### src/rtl/c2c_pkg.sv
// Shared definitions for the chip2chip link controllers (master and slave side).
// Holds the FSM encoding, default bring-up timing and an output decoder.
package c2c_pkg;

  typedef enum logic [2:0] {
    ST_IDLE    = 3'd0,
    ST_PMA_RST = 3'd1,
    ST_PB_RST  = 3'd2,
    ST_WAIT_UP = 3'd3,
    ST_STABLE  = 3'd4,
    ST_READY   = 3'd5,
    ST_FAIL    = 3'd6
  } c2c_state_t;

  localparam int DEF_PMA_INIT_CYCLES   = 1024;
  localparam int DEF_RESET_PB_CYCLES   = 256;
  localparam int DEF_UP_TIMEOUT_CYCLES = 1048576;
  localparam int DEF_STABLE_CYCLES     = 4096;
  localparam int DEF_MAX_RETRIES       = 7;

  typedef struct packed {
    logic pma_init;
    logic reset_pb;
    logic c2c_aresetn;
    logic link_ready;
    logic link_fail;
  } c2c_ctrl_t;

  // Control outputs that belong to each state; anything not in a reset or
  // ready state keeps the core in reset so an unknown state fails safe.
  function automatic c2c_ctrl_t c2c_state_outputs(input c2c_state_t st);
    c2c_ctrl_t o;
    o = '{pma_init: 1'b1, reset_pb: 1'b1, c2c_aresetn: 1'b0,
          link_ready: 1'b0, link_fail: 1'b0};
    case (st)
      ST_PB_RST: o.pma_init = 1'b0;
      ST_WAIT_UP, ST_STABLE: begin
        o.pma_init = 1'b0;
        o.reset_pb = 1'b0;
      end
      ST_READY: begin
        o.pma_init    = 1'b0;
        o.reset_pb    = 1'b0;
        o.c2c_aresetn = 1'b1;
        o.link_ready  = 1'b1;
      end
      ST_FAIL: o.link_fail = 1'b1;
      default: ;
    endcase
    return o;
  endfunction

  function automatic int c2c_max(input int a, input int b);
    return (a > b) ? a : b;
  endfunction

endpackage

### src/rtl/c2c_sync2.sv
// Two-flop synchronizer for one asynchronous level into the aclk domain.
module c2c_sync2 (
  input  logic aclk,
  input  logic aresetn,
  input  logic d,
  output logic q
);

  logic meta;

  // Capture the async level, then re-register to let metastability settle.
  always_ff @(posedge aclk or negedge aresetn) begin
    if (!aresetn) begin
      meta <= 1'b0;
      q    <= 1'b0;
    end else begin
      meta <= d;
      q    <= meta;
    end
  end

endmodule

### src/rtl/c2c_master_link_ctrl.sv
// Master-side Aurora/chip2chip bring-up controller: sequences PMA and
// push-button resets, waits for channel-up, qualifies stability, then
// releases the chip2chip master; retries a bounded number of times.
module c2c_master_link_ctrl
  import c2c_pkg::*;
#(
  parameter int PMA_INIT_CYCLES   = DEF_PMA_INIT_CYCLES,
  parameter int RESET_PB_CYCLES   = DEF_RESET_PB_CYCLES,
  parameter int UP_TIMEOUT_CYCLES = DEF_UP_TIMEOUT_CYCLES,
  parameter int STABLE_CYCLES     = DEF_STABLE_CYCLES,
  parameter int MAX_RETRIES       = DEF_MAX_RETRIES
) (
  input  logic       aclk,
  input  logic       aresetn,
  input  logic       enable,
  input  logic       channel_up,
  input  logic [1:0] lane_up,
  input  logic       hard_err,
  output logic       pma_init,
  output logic       reset_pb,
  output logic       c2c_aresetn,
  output logic       link_ready,
  output logic       link_fail,
  output logic [2:0] retry_count,
  output logic [7:0] drop_count,
  output logic [2:0] state
);

  localparam int MAX_CYC = c2c_max(c2c_max(PMA_INIT_CYCLES, RESET_PB_CYCLES),
                                   c2c_max(UP_TIMEOUT_CYCLES, STABLE_CYCLES));
  localparam int CNT_W = $clog2(MAX_CYC + 1);

  localparam logic [CNT_W-1:0] LOAD_PMA    = CNT_W'(PMA_INIT_CYCLES - 1);
  localparam logic [CNT_W-1:0] LOAD_PB     = CNT_W'(RESET_PB_CYCLES - 1);
  localparam logic [CNT_W-1:0] LOAD_UP     = CNT_W'(UP_TIMEOUT_CYCLES - 1);
  localparam logic [CNT_W-1:0] LOAD_STABLE = CNT_W'(STABLE_CYCLES - 1);
  localparam logic [2:0]       RETRY_LIMIT = 3'(MAX_RETRIES);

  logic [3:0]       raw_in;
  logic [3:0]       sync_in;
  logic             link_ok;
  logic             fault;
  logic             do_retry;
  c2c_state_t       state_reg, state_next;
  logic [CNT_W-1:0] cnt_reg, cnt_next;
  logic [2:0]       retry_reg, retry_next;
  logic [7:0]       drop_reg, drop_next;
  c2c_ctrl_t        ctrl_reg;

  // Bit order: {hard_err, channel_up, lane_up[1], lane_up[0]}.
  assign raw_in = {hard_err, channel_up, lane_up};

  genvar gi;
  generate
    for (gi = 0; gi < 4; gi++) begin : g_sync
      c2c_sync2 u_sync (
        .aclk    (aclk),
        .aresetn (aresetn),
        .d       (raw_in[gi]),
        .q       (sync_in[gi])
      );
    end
  endgenerate

  assign link_ok = sync_in[2] & (&sync_in[1:0]);
  assign fault   = ~link_ok | sync_in[3];

  // Next-state, shared timer, retry and drop bookkeeping.
  always_comb begin
    state_next = state_reg;
    cnt_next   = cnt_reg;
    retry_next = retry_reg;
    drop_next  = drop_reg;
    do_retry   = 1'b0;

    if (!enable) begin
      state_next = ST_IDLE;
    end else begin
      case (state_reg)
        ST_IDLE: state_next = ST_PMA_RST;
        ST_PMA_RST: begin
          if (cnt_reg == '0) state_next = ST_PB_RST;
          else               cnt_next   = cnt_reg - 1'b1;
        end
        ST_PB_RST: begin
          if (cnt_reg == '0) state_next = ST_WAIT_UP;
          else               cnt_next   = cnt_reg - 1'b1;
        end
        ST_WAIT_UP: begin
          if (link_ok)             state_next = ST_STABLE;
          else if (cnt_reg == '0)  do_retry   = 1'b1;
          else                     cnt_next   = cnt_reg - 1'b1;
        end
        ST_STABLE: begin
          if (fault)              do_retry   = 1'b1;
          else if (cnt_reg == '0) state_next = ST_READY;
          else                    cnt_next   = cnt_reg - 1'b1;
        end
        ST_READY: begin
          // One drop per exit, however many fault sources fire together.
          if (fault) begin
            do_retry = 1'b1;
            if (drop_reg != 8'hFF) drop_next = drop_reg + 8'd1;
          end
        end
        ST_FAIL: ;
        default: state_next = ST_IDLE;
      endcase
    end

    if (do_retry) begin
      if (retry_reg == RETRY_LIMIT) begin
        state_next = ST_FAIL;
      end else begin
        retry_next = retry_reg + 3'd1;
        state_next = ST_PMA_RST;
      end
    end

    if (state_next == ST_IDLE) retry_next = 3'd0;

    // Every state entry restarts the shared timer for the new state.
    if (state_next != state_reg) begin
      case (state_next)
        ST_PMA_RST: cnt_next = LOAD_PMA;
        ST_PB_RST:  cnt_next = LOAD_PB;
        ST_WAIT_UP: cnt_next = LOAD_UP;
        ST_STABLE:  cnt_next = LOAD_STABLE;
        default:    cnt_next = '0;
      endcase
    end
  end

  // State and outputs register together so outputs track state entry exactly.
  always_ff @(posedge aclk or negedge aresetn) begin
    if (!aresetn) begin
      state_reg <= ST_IDLE;
      cnt_reg   <= '0;
      retry_reg <= 3'd0;
      drop_reg  <= 8'd0;
      ctrl_reg  <= c2c_state_outputs(ST_IDLE);
    end else begin
      state_reg <= state_next;
      cnt_reg   <= cnt_next;
      retry_reg <= retry_next;
      drop_reg  <= drop_next;
      ctrl_reg  <= c2c_state_outputs(state_next);
    end
  end

  assign pma_init    = ctrl_reg.pma_init;
  assign reset_pb    = ctrl_reg.reset_pb;
  assign c2c_aresetn = ctrl_reg.c2c_aresetn;
  assign link_ready  = ctrl_reg.link_ready;
  assign link_fail   = ctrl_reg.link_fail;
  assign retry_count = retry_reg;
  assign drop_count  = drop_reg;
  assign state       = state_reg;

endmodule

### config.mk
export PLATFORM = sky130hd
export DESIGN_NAME = c2c_master_link_ctrl
export DESIGN_NICKNAME = d
export VERILOG_FILES = /design/src/rtl/c2c_pkg.sv /design/src/rtl/c2c_sync2.sv /design/src/rtl/c2c_master_link_ctrl.sv
export SDC_FILE = /design/constraint.sdc
export NUM_CORES = 1
export LEC_CHECK = 0
export BUFFER_PORTS_ARGS = -buffer_cell sky130_fd_sc_hd__buf_2
export CELL_PAD_IN_SITES_DETAIL_PLACEMENT = 0
export CELL_PAD_IN_SITES_GLOBAL_PLACEMENT = 1
export CORE_MARGIN = 2
export CORE_UTILIZATION = 40
export DETAILED_ROUTE_END_ITERATION = 8
export PLACE_DENSITY_LB_ADDON = 0.1
export SYNTH_ARGS = -nofsm -noshare
export SYNTH_HDL_FRONTEND = slang
export SYNTH_SLANG_ARGS = --single-unit
### constraint.sdc
create_clock -name aclk -period 4.43 [get_ports aclk]
set_input_delay 0.886 -clock aclk [delete_from_list [all_inputs] [get_ports aclk]]
set_output_delay 0.886 -clock aclk [all_outputs]
set_load 0.01 [all_outputs]
Yosys cells after proc, flatten, opt, wreduce, memory -nomap -nowiden
Cells that the tools add are included.
{"block": "word_totals", "inputBits": 7, "mem_bits_ro": 0, "out_inout_bits": 19, "memories": 0, "elab_cells": 84, "ram_bits": 0, "latchBits": 0, "regBits": 48}
{"block": "op_classes", "n_eq_ne": 18, "multipliers": 0, "n_addsub": 3, "muxes": 28, "bitwise_logic": 3, "n_div": 0, "shifts": 0, "n_lt_le_gt_ge": 0, "reduce_logical": 15}
{"cell": "21-bit two-way mux", "n": 5}
{"cell": "20-bit one-hot mux with 4 select lines", "n": 1}
{"cell": "21-bit one-hot mux with 3 select lines", "n": 1}
{"cell": "3-bit two-way mux", "n": 11}
{"cell": "3-bit equality test (second input constant)", "n": 7}
{"cell": "21-bit logical NOT", "n": 1}
{"cell": "21-bit by 1-bit subtractor with 21-bit output (second input constant)", "n": 1}
{"cell": "3-bit one-hot mux with 6 select lines", "n": 1}
{"cell": "3-bit by 2-bit equality test with 1-bit output (second input constant)", "n": 4}
{"cell": "8-bit by 1-bit adder with 8-bit output (second input constant)", "n": 1}
{"cell": "8-bit inequality test (second input constant)", "n": 1}
{"cell": "4-bit AND reduction", "n": 2}
{"cell": "1-bit two-way mux", "n": 7}
{"cell": "3-bit by 1-bit equality test with 1-bit output (second input constant)", "n": 2}
{"cell": "3-bit logical NOT", "n": 2}
{"cell": "3-bit inequality test (second input constant)", "n": 2}
{"cell": "2-bit OR reduction", "n": 3}
{"cell": "2-bit AND reduction", "n": 2}
{"cell": "2-bit nonzero test", "n": 2}
{"cell": "4-bit nonzero test", "n": 1}
{"cell": "4-bit OR reduction", "n": 1}
{"cell": "3-bit by 1-bit adder with 3-bit output (second input constant)", "n": 1}
{"cell": "3-bit inequality test", "n": 1}
{"cell": "3-bit OR reduction", "n": 1}
{"cell": "6 further kinds", "n": 6}

Logic depth before layout (Yosys ltp)
Gate-level depths: netlist of the first run.
{"block": "depth", "depth_word": 11, "ltp_mapped": 12, "depth_no_buf": 9}

Hierarchy
Synthesis of the first run repeated with hierarchy kept, for this count alone.
{"block": "unflattened", "hier_cells": 227, "hier_area_um2": 2419.8}
{"module": "c2c_master_link_ctrl", "seq_area_each_um2": 978.4, "instances": 1, "area_per_inst_um2": 2219.6, "cells_each": 219}
{"module": "c2c_sync2", "seq_area_each_um2": 50.0, "instances": 4, "area_per_inst_um2": 50.0, "cells_each": 2}

Least setup slack after synthesis of the first run
OpenSTA, ideal clock, no wires.
{"block": "synth_path", "path_kind": "register to register", "start": "register cnt_reg[0]", "end": "register cnt_reg[20]", "stages_incl_launch_ff": 13, "period_less_slack_ns": 3.292, "setup_slack_ns": 1.138, "path_buffers": 3, "setup_time_ns": 0.126, "required_time_ns": 4.304, "arrival_ns": 3.166, "path_cell_list": "dfrtp_1 inv_1 ha_1 or4b_2 or3_1 clkbuf_1 o31a_1 or3_1 buf_2 o2111a_1 and3_4 buf_6 o311a_1"}
{"block": "synth_between", "elab_chain_cells": 9, "elab_cells_between_ends": 25, "cone_classes": "add/sub (1); eq/ne (3); mux (17); reduce/logical (4)"}
{"element": "start: declaration", "line_no": "c2c_master_link_ctrl.sv:45", "text": "logic [CNT_W-1:0] cnt_reg, cnt_next;"}
{"element": "start signal: assignment", "line_no": "c2c_master_link_ctrl.sv:144", "text": "cnt_reg <= cnt_next;"}
{"element": "21-bit logical NOT"}
{"element": "3-bit two-way mux / 1-bit two-way mux (equally long branches)", "line_no": "c2c_master_link_ctrl.sv:96, c2c_master_link_ctrl.sv:91"}
{"element": "3-bit two-way mux / 1-bit two-way mux (equally long branches)", "line_no": "c2c_master_link_ctrl.sv:95, c2c_master_link_ctrl.sv:90"}
{"element": "3-bit one-hot mux with 6 select lines / 1-bit one-hot mux with 2 select lines (equally long branches)", "line_no": "c2c_master_link_ctrl.sv:79", "text": "case (state_reg)"}
{"element": "3-bit two-way mux / 1-bit two-way mux (equally long branches)", "line_no": "c2c_master_link_ctrl.sv:76", "text": "if (!enable) begin"}
{"element": "3-bit two-way mux", "line_no": "c2c_master_link_ctrl.sv:111", "text": "if (do_retry) begin"}
{"element": "3-bit inequality test", "line_no": "c2c_master_link_ctrl.sv:123", "text": "if (state_next != state_reg) begin"}
{"element": "3-bit inequality test (no line), or another cell as far along"}
{"element": "4-bit AND reduction (no line)"}
Parallel ways exist; a longest one is shown, timed or not. The select of a mux whose other input is x is not followed.
A chain may end at the register's enable or synchronous reset.

Worst setup path in the final report of the first run
{"block": "layout_path", "start": "register cnt_reg[0]", "end": "register cnt_reg[1]"}
{"block": "layout_between", "elab_chain_cells": 9, "elab_cells_between_ends": 30, "cone_classes": "add/sub (1); eq/ne (7); mux (18); reduce/logical (4)"}
{"element": "21-bit logical NOT"}
{"element": "3-bit two-way mux / 1-bit two-way mux (equally long branches)", "line_no": "c2c_master_link_ctrl.sv:96, c2c_master_link_ctrl.sv:91"}
{"element": "3-bit two-way mux / 1-bit two-way mux (equally long branches)", "line_no": "c2c_master_link_ctrl.sv:95, c2c_master_link_ctrl.sv:90"}
{"element": "3-bit one-hot mux with 6 select lines / 1-bit one-hot mux with 2 select lines (equally long branches)", "line_no": "c2c_master_link_ctrl.sv:79"}
{"element": "3-bit two-way mux / 1-bit two-way mux (equally long branches)", "line_no": "c2c_master_link_ctrl.sv:76"}
{"element": "3-bit two-way mux", "line_no": "c2c_master_link_ctrl.sv:111"}
{"element": "3-bit inequality test, or another cell as far along", "line_no": "c2c_master_link_ctrl.sv:123"}
{"element": "3-bit inequality test (no line), or another cell as far along"}
{"element": "4-bit AND reduction (no line) / 21-bit two-way mux (equally long branches)"}
Parallel ways exist; a longest one is shown, timed or not. The select of a mux whose other input is x is not followed.

==> reports/qor.csv, run 1 <==
metric,value,unit
status,"complete, no violations",
DRC violations left,0,
register bit count reported by yosys,47,
Synth area leader,dfrtp_1,
R2R depth,9,
Worst Hold Slack,352,ps
first-pass GRT wire length,8430,microns
"Arr. time, crit path",3690,ps
CTS H-Tree Depth,2,
floorplan row count,28,
fin crit share,0.797,
CP startpoint kind,flip-flop,
CTS Sinks,47,
Synth Cell Area,2460,sq um
worst path bufs/invs,1,
CP endpoint kind,flip-flop,
PD cells,304,nW/um^2
max FFs per register,21,
Die Area,6780,sq um
syn_area_per_cell,10.4,sq um
initial antenna violation count,0,
share of flip-flops with an asynchronous set or reset,1.00,
Total Wirelength,4920,microns
clock buffers created by TritonCTS,5,
YS warnings,0,
Internal,0.000606,W
post-DR wirelength/cell,14.8,microns
synth unique cells,52,
switching share of power,0.261,
register area share after synthesis,0.480,
CP most frequent cell,or3_1,
CTS tree,yes,
area grow syn2layout,9.93,%
Worst-Margin Slew,1030,ps
Peak supply drop,0.000140,V
port bufs,25,
CTS Hold Buffers Added,0,
"Design Area, Final",2700,sq um
Setup CP Type,flip-flop to flip-flop,
clk root buf,clkbuf_8,
CP top delay family,simple AND/OR/NAND/NOR gates,
first drt pass iteration count,4,
Initial Util,0.415,
Clock Tree Buf Depth,2,
max incr delay on CP,610,ps
"Slowest-stage cell, CP",or4b_2,
placed cell areas,2620,sq um
initial drt markers,91,
Gate power share,0.109,
number of global-route vias before repair,1765,
Final nets,268,
LEAKAGE,1.15,nW
"top cells by area, synth","dfrtp_1, xnor2_1, a21oi_1",
Fmax,0.283,GHz
sequential power share,0.591,
maximum fanout along the worst path,8,
CP cell instances,inv_1 -> ha_1 -> or4b_2 -> or3_1 -> o31a_1 -> or3_1 -> o2111a_1 -> a31oi_2 -> a21oi_1,
CP required,4590,ps
share of layout cells above drive strength 1,0.178,
worst r2r src,cnt_reg[0],
Max Cap Violations,0,
grt ovf,0,
Clock Latency Late Sink,300,ps
Via-to-Cell Ratio,5.44,
setup repair bufs after CTS,0,
Clock Power Share,0.300,
max-slew violation count,0,
Final Hold Viols,0,
minimum clock period,3530,ps
dpl cells,325,
Synthesized Nets,247,
die height,82.4,microns
RSZ-0062 raised after global routing,false,
reg-to-reg endpoint,cnt_reg[1],
Hold Crit Start,g_sync[0].u_sync.meta,
"EDFF count, synth",0,
Routed Antenna Nets,0,
Clock Pin Slew Worst Setup and Hold Paths,80,ps
pin count of the biggest net entering global routing,48,
Post-CTS Resized,0,
total core area,5920,sq um
Worst Hold Depth,0,
slew margin rel.,0.312,
Net Sw Power,0.000215,W
IO Count,26,
"Endpoint, Worst Hold",g_sync[0].u_sync.q,
via count,1811,
reg2reg setup slack,900,ps
hpwl dp,3470,microns
post-synth top area share,0.458,
Post-Layout Cell Count,333,
ANT cells,0,
clock skew,7.66,ps
Mapped Cells,236,
all-layer global routing usage,0.162,
main flop type after synthesis,dfrtp_1,
placer congestion estimate,0.777,
HP Class,flip-flop to flip-flop,
Die X,82.4,microns
final setup fails,0,
Setup TNS,0,ps
## power groups by stage
stage | Clock, W | Combinational (W) | Sequential [W]
finish | 0.000246 | 0.0000898 | 0.000485
global route | 0.000278 | 0.000102 | 0.000490
CTS | 0.000256 | 0.0000914 | 0.000485
detailed placement | 0 | 0.0000913 | 0.000493
global placement | 0 | 0.0000909 | 0.000493
floorplan | 0 | 0.0000722 | 0.000484
## Yosys cell counts, drive strengths merged, types with 2 or more instances
| library cell | n |
|---|---|
| buf | 5 |
| nor2 | 14 |
| nand4 | 2 |
| mux2 | 2 |
| o21bai | 2 |
| or4 | 4 |
| a31oi | 6 |
| clkbuf | 6 |
| nand3 | 10 |
| and3 | 5 |
| xor2 | 8 |
| or4b | 2 |
| nand2b | 4 |
| nor4 | 5 |
| o31a | 3 |
| o32ai | 3 |
| nor3 | 9 |
| ha | 4 |
| mux2i | 6 |
| dfrtp | 45 |
| inv | 4 |
| nor2b | 5 |
| nand2 | 14 |
| xnor2 | 20 |
| dfstp | 2 |
| or3 | 5 |
| o21ai | 7 |
| a21oi | 18 |
## routing by layer
layer	routed length (microns)	part of all wire	vias up	track usage
met5	0	0	-	0
met4	51	0.010	0	0.0533
met3	170	0.035	5	0.0326
met2	2120	0.43	35	0.240
met1	2570	0.52	873	0.236
li1	-	-	898	-
## cell families (layout without fill, tap and decap cells)
kind of cell             Yosys count  in the layout  synth area share
buffers and inverters             15             37            0.0290
adder cells (fa/ha/maj)            4              4            0.0204
AO/OA/AOI/OAI                     51             51             0.151
XOR/XNOR                          28             28            0.0998
flip-flops                        47             47             0.480
AND/OR/NAND/NOR                   83             83             0.186
multiplexers                       8              8            0.0336
## per-stage QoR
step / worst slack [ps] / total power (W) / util
detailed placement: 922 / 0.000584 / 0.442
floorplan: 1140 / 0.000556 / -
global route: 694 / 0.000871 / 0.456
CTS: 908 / 0.000832 / 0.456
finish: 900 / 0.000821 / 0.456
global placement: 959 / 0.000584 / 0.442
## worst max path at each step
stage                     startpoint          end  slack, ps  depth (start not counted)
after floorplan           cnt_reg[0]  cnt_reg[20]       1140                         12
after global placement    cnt_reg[0]  cnt_reg[19]        960                          9
after detailed placement  cnt_reg[0]   cnt_reg[1]        920                          9
after CTS                 cnt_reg[0]   cnt_reg[1]        910                          9
after global routing      cnt_reg[0]   cnt_reg[6]        690                          9
final                     cnt_reg[0]   cnt_reg[1]        900                          9
## final cells by class
class | count | area (sq um)
fillers | 574 | 3220
multi-input cells | 174 | 1210
flip-flops and latches | 47 | 1180
repair buffers | 25 | 125
well taps | 75 | 93.8
clock buffers | 7 | 76.3
inverters | 4 | 15.0
clock inverters | 1 | 5.00
## worst register-to-register path: stages, from the launching register on
cell      delay, ps
dfrtp_1         410
inv_1            80
ha_1            200
or4b_2          610
or3_1           450
o31a_1          390
or3_1           470
o2111a_1        340
a31oi_2         380
a21oi_1          80
## cells in the final DEF, fill, tap and decap left out, drive strengths merged, types with 6 or more instances in the layout
master,netlist,layout
nor3,9,9
o21ai,7,7
xor2,8,8
clkbuf,6,7
mux2i,6,6
a31oi,6,6
nand3,10,10
nand2,14,14
dfrtp,45,45
xnor2,20,20
nor2,14,14
a21oi,18,18
buf,5,25
(Power assumes the default switching activity.)
==> inputs of run 2 (changes only) <==
==> constraint.sdc (replaced) <==
create_clock -name aclk -period 3 [get_ports aclk]
set_input_delay 0.6 -clock aclk [delete_from_list [all_inputs] [get_ports aclk]]
set_output_delay 0.6 -clock aclk [all_outputs]
set_load 0.01 [all_outputs]
==> reports/qor.csv, run 2 (synthesis gave the netlist of run 1 again) <==
metric,value,unit,change
initial drt markers,86,,was 91
Die Area,6780,sq um,unchanged
Die X,82.4,microns,unchanged
Setup TNS,-482,ps,was 0 ps
most frequent cells in the layout,"dfrtp_1, buf_4, buf_2",,"was dfrtp_1, buf_2, xnor2_1"
slew margin rel.,0.313,,was 0.312
worst r2r src,cnt_reg[12],,was cnt_reg[0]
Total Wirelength,5530,microns,was 4920 microns
worst path bufs/invs,1,,unchanged
CP startpoint kind,flip-flop,,unchanged
status,"finished, violations left",,"was complete, no violations"
ANT cells,0,,unchanged
port bufs,25,,unchanged
initial antenna violation count,0,,unchanged
pin count of the biggest net entering global routing,48,,unchanged
max-slew violation count,0,,unchanged
grt ovf,0,,unchanged
Initial Util,0.415,,unchanged
Crit. Startpoint,cnt_reg[12],,was cnt_reg[0]
post-DR wirelength/cell,14.9,microns,was 14.8 microns
LEAKAGE,1.37,nW,was 1.15 nW
placed cell areas,2890,sq um,was 2620 sq um
CTS tree,yes,,unchanged
first drt pass iteration count,4,,unchanged
Setup CP Type,flip-flop to flip-flop,,unchanged
reg2reg setup slack,-70,ps,was 900 ps
Peak supply drop,0.000278,V,was 0.000140 V
CTS Sinks,47,,unchanged
Stages on worst setup path,8,,was 9
max incr delay on CP,560,ps,was 610 ps
Worst-Margin Slew,1030,ps,about the same
Clock Pin Slew Worst Setup and Hold Paths,100,ps,was 80 ps
placer congestion estimate,0.860,,was 0.777
Worst Hold Slack,359,ps,was 352 ps
violated checks,setup timing,,
hpwl dp,3870,microns,was 3470 microns
first-pass GRT wire length,9140,microns,was 8430 microns
HP Class,flip-flop to flip-flop,,unchanged
Clock Latency Late Sink,300,ps,about the same
CP top delay family,simple AND/OR/NAND/NOR gates,,unchanged
die height,82.4,microns,unchanged
Routed Antenna Nets,0,,unchanged
all-layer global routing usage,0.180,,was 0.162
total core area,5920,sq um,unchanged
PD cells,442,nW/um^2,was 304 nW/um^2
R2R depth,8,,was 9
"Slowest-stage cell, CP",or4b_4,,was or4b_2
Layout fillers,550,,was 574
minimum clock period,3070,ps,was 3530 ps
Final Util,0.534,,was 0.456
"Design Area, Final",3160,sq um,was 2700 sq um
maximum fanout along the worst path,15,,was 8
CP required,3190,ps,was 4590 ps
Worst Setup EP,cnt_reg[8],,was cnt_reg[1]
Fmax,0.326,GHz,was 0.283 GHz
area grow syn2layout,28.8,%,was 9.93%
Final nets,306,,was 268
RSZ-0062 raised after global routing,true,,was false
"most common cell after layout, fill and taps aside",dfrtp_1,,unchanged
clock buffers created by TritonCTS,5,,unchanged
final setup fails,20,,was 0
post-place setup slack,-147,ps,was 922 ps
"Arr. time, crit path",3260,ps,was 3690 ps
worst setup margin,-65.5,ps,was 900 ps
CTS H-Tree Depth,2,,unchanged
CP cell instances,or4_4 -> or4b_4 -> o31a_1 -> or3_4 -> o2111a_2 -> and3_4 -> buf_12 -> mux2i_1,,was inv_1 -> ha_1 -> or4b_2 -> or3_1 -> o31a_1 -> or3_1 -> o2111a_1 -> a31oi_2 -> a21oi_1
via count,1986,,"was 1,811"
floorplan row count,28,,unchanged
Final Hold Viols,0,,unchanged
IO Count,26,,unchanged
max FFs per register,21,,unchanged
fin crit share,1.02,,was 0.797
reg-to-reg endpoint,cnt_reg[8],,was cnt_reg[1]
Via-to-Cell Ratio,5.35,,was 5.44
CTS Hold Buffers Added,0,,unchanged
clock skew,9.08,ps,was 7.66 ps
Clock Tree Buf Depth,2,,unchanged
clk root buf,clkbuf_8,,unchanged
DRC violations left,0,,unchanged
Max Cap Violations,0,,unchanged
number of global-route vias before repair,1923,,"was 1,765"
share of layout cells above drive strength 1,0.348,,was 0.178
CP endpoint kind,flip-flop,,unchanged
==> run 2: cell types whose count changed in the layout (fill, tap and decap cells not counted), moves of 3 or more <==
| cell | delta |
|---|---|
| a21oi_1 | -7 |
| a21oi_2 | +7 |
| buf_4 | +34 |
| buf_6 | +3 |
==> run 2: how the worst min path moves through the flow <==
stage	from	endpoint	depth (start not counted)
after floorplan	aresetn	c2c_aresetn	0
after global placement	g_sync[3].u_sync.meta	g_sync[3].u_sync.q	0
after detailed placement	g_sync[3].u_sync.meta	g_sync[3].u_sync.q	0
after CTS	g_sync[3].u_sync.meta	g_sync[3].u_sync.q	0
after global routing	g_sync[1].u_sync.meta	g_sync[1].u_sync.q	0
final	g_sync[3].u_sync.meta	g_sync[3].u_sync.q	0
==> run 2: layout make-up <==
class,instances,area [sq um],area share
sequential,47,1180,0.373
tap,75,93.8,0.0297
clock inverter,3,43.8,0.0138
clock buffer,5,68.8,0.0218
multi-input combinational,174,1330,0.420
inverter,4,15.0,0.00475
timing repair buffer,63,434,0.137
==> run 2: what timing repair did <==
| action | in CTS | in global routing |
|---|---|---|
| setup endpoints to repair | 22 | 22 |
| pin swaps | 0 | 1 |
| setup buffers | 2 | 3 |
| hold endpoints to repair | 0 | 0 |
| gates resized for setup | 11 | 13 |
==> run 2: routing by layer <==
metal / global-route usage / up-vias / wire length [microns]
met5: 0 / - / 0
met4: 0.0633 / 0 / 72
met3: 0.0359 / 7 / 165
met2: 0.273 / 33 / 2520
met1: 0.254 / 966 / 2770
li1: - / 980 / -
==> run 2: worst reg2reg max path, stage by stage, from the launching register on <==
cell and delay, ps:
dfrtp_1 380, or4_4 530, or4b_4 560, o31a_1 350, or3_4 370, o2111a_2 300, and3_4 180, buf_12 150
mux2i_1 120
==> run 2: stage by stage <==
step                total power [W]  instances
finish                      0.00140        371
global route                0.00147        371
CTS                         0.00140        368
detailed placement         0.000922        358
global placement           0.000919        358
floorplan                  0.000822        236
==> run 2: power breakdown <==
group	internal [W]	switching [W]	total (W)
Sequential	0.000672	0.0000288	0.000701
Clock	0.000248	0.000226	0.000474
Combinational	0.000112	0.000111	0.000223
Total	0.00103	0.000365	0.00140
==> inputs of run 3 (changes only) <==
--- a/config.mk
+++ b/config.mk
@@ -11,6 +11,7 @@
 export CORE_MARGIN = 2
 export CORE_UTILIZATION = 40
 export DETAILED_ROUTE_END_ITERATION = 8
+export MAX_ROUTING_LAYER = met4
 export PLACE_DENSITY_LB_ADDON = 0.1
 export SYNTH_ARGS = -nofsm -noshare
 export SYNTH_HDL_FRONTEND = slang
==> constraint.sdc (replaced) <==
create_clock -name aclk -period 3.2 [get_ports aclk]
set_input_delay 0.64 -clock aclk [delete_from_list [all_inputs] [get_ports aclk]]
set_output_delay 0.64 -clock aclk [all_outputs]
set_load 0.01 [all_outputs]
==> reports/qor.csv, run 3 (synthesis gave the netlist of run 1 again) <==
metric,value,unit,change
CTS H-Tree Depth,2,,unchanged
"Arr. time, crit path",3270,ps,was 3260 ps
grt ovf,0,,unchanged
final setup fails,0,,was 20
clk root buf,clkbuf_8,,unchanged
Total Wirelength,5530,microns,about the same
RSZ-0062 raised after global routing,false,,was true
CP required,3370,ps,was 3190 ps
Die X,82.4,microns,unchanged
die height,82.4,microns,unchanged
sequential power share,0.523,,was 0.502
CTS tree,yes,,unchanged
slew margin rel.,0.299,,was 0.313
placed cell areas,2780,sq um,was 2890 sq um
CTS Sinks,47,,unchanged
Worst Hold Slack,356,ps,was 359 ps
clock skew,7.91,ps,was 9.08 ps
DRC violations left,0,,unchanged
Die Area,6780,sq um,unchanged
Setup CP Type,flip-flop to flip-flop,,unchanged
reg2reg setup slack,100,ps,was -70 ps
HP Class,flip-flop to flip-flop,,unchanged
Net Sw Power,0.000329,W,was 0.000365 W
CP endpoint kind,flip-flop,,unchanged
Clock Latency Late Sink,300,ps,about the same
switching share of power,0.259,,was 0.261
pin count of the biggest net entering global routing,48,,unchanged
Final Hold Viols,0,,unchanged
"most common cell after layout, fill and taps aside",dfrtp_1,,unchanged
share of layout cells above drive strength 1,0.284,,was 0.348
"Design Area, Final",2980,sq um,was 3160 sq um
number of global-route vias before repair,1816,,"was 1,923"
area grow syn2layout,21.4,%,was 28.8%
Via-to-Cell Ratio,5.35,,about the same
Peak supply drop,0.000220,V,was 0.000278 V
status,"complete, no violations",,"was finished, violations left"
IO Count,26,,unchanged
Post-Layout Cell Count,357,,was 371
port bufs,25,,unchanged
Worst-Margin Slew,1050,ps,was 1030 ps
clock buffers created by TritonCTS,5,,unchanged
initial drt markers,107,,was 86
Clock Power Share,0.346,,was 0.339
Gate power share,0.130,,was 0.159
dpl cells,346,,was 358
post-place setup slack,-67.0,ps,was -147 ps
max FFs per register,21,,unchanged
LEAKAGE,1.29,nW,was 1.37 nW
Clock Tree Buf Depth,2,,unchanged
Layout fillers,567,,was 550
Final nets,292,,was 306
fin crit share,0.968,,was 1.02
post-DR wirelength/cell,15.5,microns,was 14.9 microns
total core area,5920,sq um,unchanged
PD cells,426,nW/um^2,was 442 nW/um^2
via count,1909,,"was 1,986"
maximum fanout along the worst path,8,,was 15
most frequent cells in the layout,"dfrtp_1, buf_2, buf_4",,"was dfrtp_1, buf_4, buf_2"
hpwl dp,3660,microns,was 3870 microns
ANT cells,0,,unchanged
initial antenna violation count,0,,unchanged
CP startpoint kind,flip-flop,,unchanged
floorplan row count,28,,unchanged
first drt pass iteration count,4,,unchanged
first-pass GRT wire length,9200,microns,was 9140 microns
max-slew violation count,0,,unchanged
Routed Antenna Nets,0,,unchanged
Internal,0.000942,W,was 0.00103 W
Fmax,0.323,GHz,was 0.326 GHz
worst setup margin,104,ps,was -65.5 ps
all-layer global routing usage,0.184,,was 0.180
Clock Pin Slew Worst Setup and Hold Paths,90,ps,was 100 ps
Initial Util,0.415,,unchanged
CTS Hold Buffers Added,0,,unchanged
placer congestion estimate,0.842,,was 0.860
Max Cap Violations,0,,unchanged
minimum clock period,3100,ps,was 3070 ps
## run 3: cell types whose count changed in the layout (fill, tap and decap cells not counted), sizes merged
cell,previous run,this run
and3,5,7
buf,63,47
## run 3: routing by layer
metal | share of wire | routed length, microns | vias to the layer above | GRT usage
met4 | 0.012 | 68 | 0 | 0.0700
met2 | 0.45 | 2470 | 32 | 0.252
met3 | 0.037 | 204 | 7 | 0.0402
li1 | - | - | 955 | -
met1 | 0.50 | 2790 | 915 | 0.266
met5 | 0 | 0 | - | -
## run 3: worst max-delay path, cell delays in order, from the launching register on
cell      delay, ps
dfrtp_1         410
or4_4           550
or4b_4          540
o31a_1          370
or3_4           380
o2111a_2        330
a31oi_4         310
a21oi_1          80
## run 3: power groups by stage
stage                     Combinational, W  Sequential, W  Clock (W)
after global placement            0.000157       0.000676          0
after CTS                         0.000161       0.000664   0.000454
after global routing              0.000186       0.000672   0.000483
after floorplan                   0.000101       0.000670          0
after detailed placement          0.000157       0.000675          0
final                             0.000165       0.000665   0.000440
## run 3: layout make-up
class / instances / area [sq um] / area share
clock buffer: 5 / 68.8 / 0.0231
clock inverter: 3 / 43.8 / 0.0147
inverter: 4 / 15.0 / 0.00504
multi-input combinational: 176 / 1290 / 0.432
sequential: 47 / 1180 / 0.395
tap: 75 / 93.8 / 0.0315
timing repair buffer: 47 / 294 / 0.0986
## run 3: path summary, 6_finish.rpt
path | from | end | cells after the start
setup / recovery | cnt_reg[12] | cnt_reg[14] | 7
hold / removal | g_sync[0].u_sync.meta | g_sync[0].u_sync.q | 0
setup reg to reg | cnt_reg[12] | cnt_reg[14] | 7
hold reg to reg | g_sync[0].u_sync.meta | g_sync[0].u_sync.q | 0
max in group asynchronous | aresetn | cnt_reg[9] | 1
min in group asynchronous | aresetn | retry_count[1] | 1
## run 3: per-stage QoR
stage                     power (W)  setup TNS (ps)   util
after CTS                   0.00128               0  0.494
final                       0.00127               0  0.504
after floorplan            0.000771               0      -
after detailed placement   0.000832            -516  0.470
after global placement     0.000832           -29.7  0.470
after global routing        0.00134               0  0.504
## run 3: repair_timing
action                                  in CTS  in global routing
resized for setup                            3                  8
hold endpoints to repair                     0                  0
buffers inserted                             0                  1
pin swaps                                    1                  2
gates cloned                                 1                  1
endpoints found under the setup margin      21                 22
